## src/rtl/poker_pkg.sv

```systemverilog
// Shared card/hand types for the poker hand-rank datapath.
// Cards are {rank, suit}: rank 0=2 .. 12=A, suit 0=C 1=D 2=H 3=S.
package poker_pkg;

  localparam int unsigned NUM_RANKS = 13;
  localparam int unsigned NUM_SUITS = 4;
  localparam int unsigned RANK_W    = 4;
  localparam int unsigned SUIT_W    = 2;
  localparam int unsigned CARD_W    = RANK_W + SUIT_W;

  typedef logic [RANK_W-1:0] rank_t;
  typedef logic [SUIT_W-1:0] suit_t;

  typedef struct packed {
    rank_t rank;
    suit_t suit;
  } card_t;

  // Highest legal rank code (Ace); anything above is an illegal card.
  localparam rank_t MAX_RANK = 4'd12;

  typedef enum logic [3:0] {
    HIGH_CARD      = 4'd0,
    PAIR           = 4'd1,
    TWO_PAIR       = 4'd2,
    THREE_KIND     = 4'd3,
    STRAIGHT       = 4'd4,
    FLUSH          = 4'd5,
    FULL_HOUSE     = 4'd6,
    FOUR_KIND      = 4'd7,
    STRAIGHT_FLUSH = 4'd8,
    ROYAL_FLUSH    = 4'd9
  } hand_rank_e;

endpackage

```

## src/rtl/straight_detect.sv

```systemverilog
// Combinational 5-in-a-row detector over a 13-bit rank mask (bit 0 = 2, bit 12 = A).
// Ports:
//   mask     in  13  set of ranks present
//   found    out 1   mask holds five consecutive ranks, or the wheel A-2-3-4-5
//   ace_high out 1   mask holds 10-J-Q-K-A
module straight_detect
  import poker_pkg::*;
(
  input  logic [12:0] mask,
  output logic        found,
  output logic        ace_high
);

  // Wheel uses the Ace as the low card; no K-A-2 wrap beyond that.
  always_comb begin
    found = &{mask[12], mask[3:0]};
    for (int unsigned lo = 0; lo <= 8; lo++) begin
      if (&mask[lo +: 5]) found = 1'b1;
    end
    ace_high = &mask[12:8];
  end

endmodule

```

## src/rtl/hand_rank_stream_eval.sv

```systemverilog
// Streaming poker-hand classifier. Takes HAND_SIZE cards over valid/ready,
// stores them as per-suit rank masks, then reports the best 5-card hand.
// Optional macro: HAND_ROYAL_FLUSH_EN (10-J-Q-K-A straight flush reports 9).
// Ports:
//   clk, rst_n     clock, async active-low reset
//   clear          sync abort of the current hand/result
//   card_valid/card_ready/card_in   card input stream ({rank[5:2], suit[1:0]})
//   result_valid/result_ready       result handshake
//   hand_rank      0 high card .. 8 straight flush (9 royal when enabled)
//   dup_err        a card repeated within the hand
//   bad_card_err   a card with rank > 12 was received (hand_rank forced 0)
//   cards_seen     cards accepted in the current hand
module hand_rank_stream_eval
  import poker_pkg::*;
#(
  parameter  int unsigned HAND_SIZE = 5,
  localparam int unsigned CNT_W     = $clog2(HAND_SIZE + 1)
) (
  input  logic             clk,
  input  logic             rst_n,
  input  logic             clear,
  input  logic             card_valid,
  input  logic [5:0]       card_in,
  output logic             card_ready,
  output logic             result_valid,
  input  logic             result_ready,
  output logic [3:0]       hand_rank,
  output logic             dup_err,
  output logic             bad_card_err,
  output logic [CNT_W-1:0] cards_seen
);

  if (HAND_SIZE < 5 || HAND_SIZE > 7) begin : g_bad_hand_size
    $error("hand_rank_stream_eval: HAND_SIZE must be 5..7");
  end

  typedef enum logic [1:0] {
    S_COLLECT = 2'd0,
    S_EVAL    = 2'd1,
    S_DONE    = 2'd2
  } state_e;

  state_e state_q, state_d;

  logic [NUM_SUITS-1:0][NUM_RANKS-1:0] suit_mask_q, suit_mask_d;
  logic [CNT_W-1:0] cards_seen_q, cards_seen_d;
  logic             dup_err_q, dup_err_d;
  logic             bad_card_err_q, bad_card_err_d;
  logic [3:0]       hand_rank_q, hand_rank_d;

  card_t card_c;
  assign card_c = card_t'(card_in);

  // ---------------- straight detection ----------------
  logic [NUM_RANKS-1:0] any_mask_c;
  logic [NUM_SUITS-1:0] suit_sf_c;
  logic [NUM_SUITS-1:0] suit_ace_c;
  logic                 any_straight_c;
  logic                 any_ace_unused;

  assign any_mask_c = suit_mask_q[0] | suit_mask_q[1] | suit_mask_q[2] | suit_mask_q[3];

  for (genvar s = 0; s < NUM_SUITS; s++) begin : g_suit_sd
    straight_detect u_sd_suit (
      .mask     (suit_mask_q[s]),
      .found    (suit_sf_c[s]),
      .ace_high (suit_ace_c[s])
    );
  end

  straight_detect u_sd_any (
    .mask     (any_mask_c),
    .found    (any_straight_c),
    .ace_high (any_ace_unused)
  );

  // Straight-flush code: royal only when the same suit runs 10..A.
  hand_rank_e sf_class_c;
`ifdef HAND_ROYAL_FLUSH_EN
  always_comb begin
    sf_class_c = (|(suit_sf_c & suit_ace_c)) ? ROYAL_FLUSH : STRAIGHT_FLUSH;
  end
`else
  logic suit_ace_unused;
  assign suit_ace_unused = ^suit_ace_c;
  always_comb begin
    sf_class_c = STRAIGHT_FLUSH;
  end
`endif

  // ---------------- rank / suit histograms ----------------
  logic [2:0] rank_cnt_c [NUM_RANKS];
  logic [2:0] suit_cnt_c [NUM_SUITS];

  always_comb begin
    for (int unsigned r = 0; r < NUM_RANKS; r++) begin
      rank_cnt_c[r] = 3'(suit_mask_q[0][r]) + 3'(suit_mask_q[1][r]) +
                      3'(suit_mask_q[2][r]) + 3'(suit_mask_q[3][r]);
    end
    for (int unsigned s = 0; s < NUM_SUITS; s++) begin
      suit_cnt_c[s] = 3'($countones(suit_mask_q[s]));
    end
  end

  // ---------------- classification (first match wins) ----------------
  logic       four_c;
  logic       flush_c;
  logic [3:0] n_trip_c;
  logic [3:0] n_pair_plus_c;
  logic [3:0] n_pair_exact_c;
  hand_rank_e class_c;

  always_comb begin
    four_c         = 1'b0;
    flush_c        = 1'b0;
    n_trip_c       = 4'd0;
    n_pair_plus_c  = 4'd0;
    n_pair_exact_c = 4'd0;
    for (int unsigned r = 0; r < NUM_RANKS; r++) begin
      if (rank_cnt_c[r] == 3'd4) four_c = 1'b1;
      if (rank_cnt_c[r] == 3'd3) n_trip_c = n_trip_c + 4'd1;
      if (rank_cnt_c[r] >= 3'd2) n_pair_plus_c = n_pair_plus_c + 4'd1;
      if (rank_cnt_c[r] == 3'd2) n_pair_exact_c = n_pair_exact_c + 4'd1;
    end
    for (int unsigned s = 0; s < NUM_SUITS; s++) begin
      if (suit_cnt_c[s] >= 3'd5) flush_c = 1'b1;
    end

    class_c = HIGH_CARD;
    if (|suit_sf_c)                                       class_c = sf_class_c;
    else if (four_c)                                      class_c = FOUR_KIND;
    else if (n_trip_c != 4'd0 && n_pair_plus_c >= 4'd2)   class_c = FULL_HOUSE;
    else if (flush_c)                                     class_c = FLUSH;
    else if (any_straight_c)                              class_c = STRAIGHT;
    else if (n_trip_c != 4'd0)                            class_c = THREE_KIND;
    else if (n_pair_plus_c >= 4'd2)                       class_c = TWO_PAIR;
    else if (n_pair_exact_c == 4'd1)                      class_c = PAIR;
  end

  // ---------------- FSM: state register ----------------
  always_ff @(posedge clk or negedge rst_n) begin
    if (!rst_n) state_q <= S_COLLECT;
    else        state_q <= state_d;
  end

  // ---------------- FSM: next state ----------------
  always_comb begin
    state_d = state_q;
    if (clear) begin
      state_d = S_COLLECT;
    end else begin
      case (state_q)
        S_COLLECT: if (card_valid && cards_seen_q == CNT_W'(HAND_SIZE - 1)) state_d = S_EVAL;
        S_EVAL:    state_d = S_DONE;
        S_DONE:    if (result_ready) state_d = S_COLLECT;
        default:   state_d = S_COLLECT;
      endcase
    end
  end

  // ---------------- FSM: outputs ----------------
  always_comb begin
    card_ready   = (state_q == S_COLLECT);
    result_valid = (state_q == S_DONE);
  end

  // ---------------- datapath next values ----------------
  always_comb begin
    suit_mask_d    = suit_mask_q;
    cards_seen_d   = cards_seen_q;
    dup_err_d      = dup_err_q;
    bad_card_err_d = bad_card_err_q;
    hand_rank_d    = hand_rank_q;

    if (clear || (state_q == S_DONE && result_ready)) begin
      suit_mask_d    = '0;
      cards_seen_d   = '0;
      dup_err_d      = 1'b0;
      bad_card_err_d = 1'b0;
      hand_rank_d    = 4'd0;
    end else if (state_q == S_COLLECT && card_valid) begin
      // Illegal and duplicate cards still count toward the hand length.
      cards_seen_d = cards_seen_q + CNT_W'(1);
      if (card_c.rank > MAX_RANK) begin
        bad_card_err_d = 1'b1;
      end else if (suit_mask_q[card_c.suit][card_c.rank]) begin
        dup_err_d = 1'b1;
      end else begin
        suit_mask_d[card_c.suit][card_c.rank] = 1'b1;
      end
    end else if (state_q == S_EVAL) begin
      hand_rank_d = bad_card_err_q ? 4'(HIGH_CARD) : 4'(class_c);
    end
  end

  always_ff @(posedge clk or negedge rst_n) begin
    if (!rst_n) begin
      suit_mask_q    <= '0;
      cards_seen_q   <= '0;
      dup_err_q      <= 1'b0;
      bad_card_err_q <= 1'b0;
      hand_rank_q    <= 4'd0;
    end else begin
      suit_mask_q    <= suit_mask_d;
      cards_seen_q   <= cards_seen_d;
      dup_err_q      <= dup_err_d;
      bad_card_err_q <= bad_card_err_d;
      hand_rank_q    <= hand_rank_d;
    end
  end

  assign hand_rank    = hand_rank_q;
  assign dup_err      = dup_err_q;
  assign bad_card_err = bad_card_err_q;
  assign cards_seen   = cards_seen_q;

endmodule

```

## config.mk

```make
export PLATFORM = sky130hd
export DESIGN_NAME = hand_rank_stream_eval
export DESIGN_NICKNAME = d
export VERILOG_FILES = /design/src/rtl/poker_pkg.sv /design/src/rtl/straight_detect.sv /design/src/rtl/hand_rank_stream_eval.sv
export SDC_FILE = /design/constraint.sdc
export NUM_CORES = 1
export LEC_CHECK = 0
export ABC_AREA = 1
export BUFFER_PORTS_ARGS = -buffer_cell sky130_fd_sc_hd__buf_2
export CELL_PAD_IN_SITES_DETAIL_PLACEMENT = 1
export CELL_PAD_IN_SITES_GLOBAL_PLACEMENT = 1
export CORE_ASPECT_RATIO = 0.8
export CORE_MARGIN = 1
export CORE_UTILIZATION = 35
export DETAILED_ROUTE_END_ITERATION = 8
export PLACE_DENSITY = 0.69
export SLEW_MARGIN = 20
export SYNTH_ARGS = -nofsm -noshare
export SYNTH_HDL_FRONTEND = slang
export SYNTH_SLANG_ARGS = --single-unit
export TNS_END_PERCENT = 5
```

## constraint.sdc

```tcl
create_clock -name clk -period 8.8 [get_ports clk]
set_input_delay 1.32 -clock clk [delete_from_list [all_inputs] [get_ports clk]]
set_output_delay 1.32 -clock clk [all_outputs]
set_load 0.005 [all_outputs]
```

### After elaboration in Yosys (flattened, before gate mapping)

Index checks and enable logic that the tools add are counted.

* flip-flop bits (word level): 63
* latch bits: 0
* RAM bits: 0
* ROM bits: 0
* bits of input ports: 11
* output and inout bits: 11
* word-level logic and storage cells: 415
* memories: 0

* add/subtract/negate cells: 124
* multiply operators: 0
* div/mod/pow operators: 0
* $lt $le $gt $ge: 23
* eq/ne operators: 48
* shift operators: 0
* multiplexer cells: 138
* bitwise operators: 4
* reductions and logical operators: 69

Operator list (number)
* AND reduction 5 bit: 50
* 2-to-1 mux 52 bit: 4
* 2-to-1 mux 4 bit: 41
* adder 4 x 1 -> 4 bit, second input constant: 36
* == test 3 x 2 -> 1 bit, second input constant: 26
* 2-to-1 mux 1 bit: 75
* adder 1 x 1 -> 2 bit: 37
* bitwise OR 52 bit: 1
* adder 3 x 1 -> 3 bit: 17
* == test 3 bit, second input constant: 14
* adder 2 x 1 -> 3 bit: 13
* >= comparator 3 x 2 -> 1 bit, second input constant: 13
* bitwise OR 13 bit: 3
* adder 2 x 2 -> 3 bit: 12
* binary-select mux 13 bit (select 2 bit): 1
* demux 13 bit (select 2 bit): 1
* 2-to-1 mux 13 bit: 2
* adder 3 bit: 8
* 2-to-1 mux 3 bit: 6
* >= comparator 3 bit, second input constant: 4
* 2-to-1 mux 2 bit: 5
* nonzero test 2 bit: 4
* logical AND 1 bit: 6
* inequality test 2 bit, second input constant: 3
* 20 further kinds: 24

### Logic depth before layout (Yosys ltp)

* depth after elaboration: 42
* mapped depth: 56

### By module

From an unflattened synthesis, not the netlist that was laid out.

* cells, all modules: 1427
* area total of the unflattened synthesis: 9442.8 um^2

Modules (own cells, without submodules)
* hand_rank_stream_eval: instances 1, cells each 1317, area an instance 8898.5 um^2, seq. area each 1576.5 um^2
* straight_detect: instances 5, cells each 22, area an instance 108.9 um^2, seq. area each 0.0 um^2

### Worst setup path after synthesis

Ideal clock, no wire load.

* path kind: register to register
* start point: register suit_mask_q[13] in the netlist's numbering
* end point: register hand_rank_q[0], in the netlist hand_rank[0]
* arrival time: 7.816 ns
* required time: 8.683 ns
* setup slack: 0.867 ns
* stages on the path, launching flop included: 52
* period minus slack after synthesis: 7.933 ns
* cells stage by stage: dfrtp_1 -> fa_1 -> ha_1 -> inv_1 -> ha_1 -> inv_1 -> nor3_1 -> ha_1 -> nand2_1 -> nand2_1 -> ha_1 -> nand2_1 -> nand2_1 -> ha_1 -> or2_2 -> nand2_1 -> inv_1 -> ha_1 -> (+16 left out) -> inv_1 -> ha_1 -> nand2_1 -> nand2_1 -> ha_1 -> nand2_1 -> nand2_1 -> ha_1 -> o21ai_0 -> nand2_1 -> nor2_2 -> o21ai_1 -> nand2_1 -> nand2_1 -> nand2_1 -> nand2_1 -> nand2_1 -> nand2_1

* longest elaborated chain between the ends: 42
* elaborated cells on any way between the ends: 145

Ends and longest elaborated chain
* start: declaration: line hand_rank_stream_eval.sv:45 `logic [NUM_SUITS-1:0][NUM_RANKS-1:0] suit_mask_q, suit_mask_d;`
* start signal: assignment: line hand_rank_stream_eval.sv:204 `suit_mask_q <= suit_mask_d;`
* branches (longest 37 deep; another with adder 4 x 1 -> 4 bit)
* 2-to-1 mux 4 bit *: line hand_rank_stream_eval.sv:130 `if (|suit_sf_c) class_c = sf_class_c;`
* 2-to-1 mux 4 bit *: line hand_rank_stream_eval.sv:192 `hand_rank_d = bad_card_err_q ? 4'(HIGH_CARD) : 4'(class_c);`
* 2-to-1 mux 4 bit *: line hand_rank_stream_eval.sv:191 `end else if (state_q == S_EVAL) begin`
* 2-to-1 mux 4 bit *: line hand_rank_stream_eval.sv:181 `end else if (state_q == S_COLLECT && card_valid) begin`
* 2-to-1 mux 4 bit *: line hand_rank_stream_eval.sv:175 `if (clear || (state_q == S_DONE && result_ready)) begin`
* end signal: assignment: line hand_rank_stream_eval.sv:208 `hand_rank_q <= hand_rank_d;`
* end: declaration: line hand_rank_stream_eval.sv:49 `logic [3:0] hand_rank_q, hand_rank_d;`

Mark *: on every way between the ends. The select of a mux whose other input is x is not followed.
A chain may end at the register's enable or synchronous reset.

### Worst setup path after layout

Same ends and word-level chain as after synthesis.

==> summary.md <==
| Metric | Value |
|---|---|
| Clock transition at the register clock pins on the worst setup and hold paths after CTS | 0.06 ns |
| Req. time, crit path | about 9 ns |
| Worst IR Drop VDD | 0.00009630 V |
| Synthesized area | between 0.009 and 0.01 mm2 |
| Floorplan row count | 52 |
| Number of setup violations in the final report | 0 |
| Reg2Reg Depth | 55 |
| Simple-gate share of the synthesized area | 35.96% |
| Slowest library cell on the worst path | fa_1 |
| Die height | 147.3 um |
| IO Port Bufs | 21 |
| Overflow left after global routing | 0 |
| Area of the placeable core | 0.02563 mm2 |
| Clock latency on the worst-skew pair | 0.34 ns |
| Number of top-level pins | 22 |
| Detailed placement HPWL | 23880 um |
| Class of the tightest hold or removal check | register to register |
| Critical Path End Type | register |
| WL final | 29840 um |
| Final cell count without fillers | 1722 |
| Share of synthesized cell area in full adder, half adder and majority cells | 22.89% |
| Proportion of register bits with asynchronous set or reset after synthesis | 100.0% |
| Yosys top cell by area | dfrtp_1 |
| Sequential share of the synthesized area | between 10% and 20% |
| Most frequent cell on the critical path | nand2_1 |
| Initial detailed-routing violation count | 577 |
| Total routing usage reported by global routing | 22.74% |
| Startpoint of the worst hold path | hand_rank[0] |
| Number of sinks driven by the clock tree | 63 |
| Area share of xor/xnor cells in the synthesized design | 1.043% |
| Clock tree root driver cell | clkbuf_16 |
| Number of slew-limit violations in the final report | 0 |
| Number of buffers created by CTS | 9 |
| Maximum fanout encountered on the critical timing path | 3 |
| Kind of start point of the critical path | register |
| Clock Tree Buf Depth | 2 |
| Total of warnings raised by yosys | 0 |
| FF+latch count, synth | 63 |
| FMAX | 120.2 MHz |
| Slew Limit Headroom | 31.06% |
| Number of flops mapped to enable cells by yosys | 0 |
| Average wire length per cell after detail routing | roughly 17 um |
| Synth area leaders | dfrtp_1, ha_1, inv_1 |
| Number of cells on the worst hold path | 2 |
| Via count of the first global-routing pass | 9267 |
| Data arrival, critical path | 8.60 ns |
| NumNets Final | 1519 |
| Number of instances in the synthesized netlist | 1346 |
| Number of nets still failing antenna checks after routing | 0 |
| Count of unresolved DRC violations after routing | 0 |
| Post-Route Hold Slack | 0.4850 ns |
| Largest family of logic cells by synthesized area | simple AND/OR/NAND/NOR gates |
| First-pass GRT wire length | 48530 um |
| Max H-tree Level | 3 |
| Antenna violations before repair | 0 |
| Critical path type | register to register |
| Syn Nets | 1499 |
| Horizontal die dimension | 183.6 um |
| Commonest cells after routing, fill and taps aside | inv_1, nand2_1, nand3_1 |
| Status | finished clean |
| Share of post-route cells with drive strength above 1 | 15.46% |
| Clock tree from TritonCTS | built |
| Number of hold violations in the final report | 0 |
| Most common cell after layout, fill and taps aside | inv_1 |
| Post-route clock skew | 0.006981 ns |
| Die Area | 0.02705 mm2 |
| Synth Area in Compound Gates | about a tenth |
| Number of diodes added for antenna fixing | 0 |
| Hold-critical path endpoint | hand_rank[0] |
| Crit-path max cell delay | ~0.56 ns |
| Top-area cell type share of the netlist area | 17.06% |
| Layout overhead on the synthesized area | 11.02% |
| Power Dens Cells | a little under 70 mW/mm2 |
| Post-detailed-route via-to-cell ratio | 5.276 |
| Filler Cells Inserted | approximately 3400 |
| Reg-to-reg startpoint | suit_mask_q[13] |
| Total via count after detailed routing | 9085 |
| Number of different library cells in the post-synthesis netlist | 46 |
| Weighted congestion at the end of routability-driven global placement | 0.9038 |
| Summed negative setup slack over all endpoints | 0 ns |
| Initial Utilization | a little over a third |
| Final critical delay including setup and external delays | 8.317 ns |
| Post-synthesis average cell area | between 6 and 7 um2 |
| Pin slew with the least headroom to its limit | about 1.0 ns |
| Pin count of the biggest net entering global routing | between 60 and 70 |
| # Max-Cap Violations | 0 |
| Endpoint of the worst-slack reg-to-reg timing path | hand_rank[0] |
| First-pass detailed-route iteration total | 5 |
| Dominant register cell in the synthesized netlist | dfrtp_1 |
| FF-to-FF setup slack | about 0.48 ns |
| Share of cell area taken by muxes after synthesis | 0% |
| Lkg Pwr | 0.005422 uW |
| Instance count after placement with tap cells included | 1702 |
| Post-route clock period utilization | 94.51% |
kinds of logic after synthesis:
logic type               after synthesis
XOR/XNOR                              11
adder cells (fa/ha/maj)              142
AO/OA/AOI/OAI                        162
AND/OR/NAND/NOR                      662
buffers and inverters                306
flip-flops                            63
flip-flops by register name (all words and copies together), names as in the netlist:
register and flops:
suit_mask_q 52, hand_rank 4, cards_seen 3, state_q 2, bad_card_err 1, dup_err 1
per-stage QoR:
step	setup WS [ns]	utilization [%]	power (uW)	instance area (um2)
2_1_floorplan	0.8671	-	340.2	9239
3_3_place_gp	0.3326	38.10	372.8	9767
3_5_place_dp	0.1116	38.10	373.9	9767
4_1_cts	0.08385	39.17	711.0	10040
5_1_grt	-0.1085	40.01	730.3	10260
6_report	0.4833	40.01	708.3	10260
layer usage:
layer  wire, um  global-route usage [%]  up-vias  part of all wire [%]
met1      14010                   31.51     4402                    47
met5          0                       0        -                     0
met3       1702                   3.371       43                   5.7
met4        464                   4.958        0                   1.6
met2      13660                   37.25      214                    46
li1           -                       -     4426                     -
synthesized netlist by cell type (3+ instances only):
cell type    n
nand2_1    268
nand2_4     11
nand3b_1     6
nor2_2       6
a21oi_1     72
nor2_1      69
clkbuf_1    20
o31ai_1      3
nand3_2     32
nor3_1      28
inv_1      273
xor2_1       5
a221oi_1     5
a31oi_1      6
dfrtp_1     63
nand3_1    117
o21ai_0     27
nand4_1     59
ha_1        97
or2_2       14
a2111oi_0    6
o21ai_1      3
o22ai_1     14
buf_2        4
a22oi_1      7
o221ai_1     6
nor4_1       3
xnor2_1      6
nand2_2     44
inv_2        7
fa_1        45
worst max-delay path: cells and delay by family, from the launching register on:
family	cells	cell delay [ns]
simple gates	30	2.94
compound gates	2	0.33
flops	1	0.43
fa+ha+maj	14	3.77
buf+inv	7	0.39
xor+xnor	2	0.39
power by group:
group | internal (uW) | switching, uW
registers | 292 | 3.46
clock network | 191 | 147
logic | 17.1 | 57.9
total | 500 | 208
what timing repair did:
action                                  4_1_cts  5_1_grt
endpoints found under the setup margin        0        3
buffers inserted                              0        4
hold endpoints to repair                      0        0
hold buffers                                  0        0
resized for setup                             0       48
worst max path at each step:
stage | from | end | slack [ns] | depth (start not counted)
6_report | suit_mask_q[13] | hand_rank[0] | 0.48 | 55
5_1_grt | suit_mask_q[14] | hand_rank[0] | -0.11 | 53
4_1_cts | suit_mask_q[13] | hand_rank[0] | 0.08 | 52
3_5_place_dp | suit_mask_q[13] | hand_rank[0] | 0.11 | 52
3_3_place_gp | suit_mask_q[13] | hand_rank[0] | 0.33 | 54
2_1_floorplan | suit_mask_q[13] | hand_rank[0] | 0.87 | 51
layout make-up:
class,count,area (um2),share of cell area [%]
multi-input combinational,977,6703,65.35
sequential,63,1580,15.41
clock inverter,7,48.80,0.4757
inverter,280,1051,10.25
timing repair buffer,35,210.2,2.049
tap,351,439.2,4.282
clock buffer,9,225.2,2.196
Note: power is estimated with default switching activity, not from simulation.
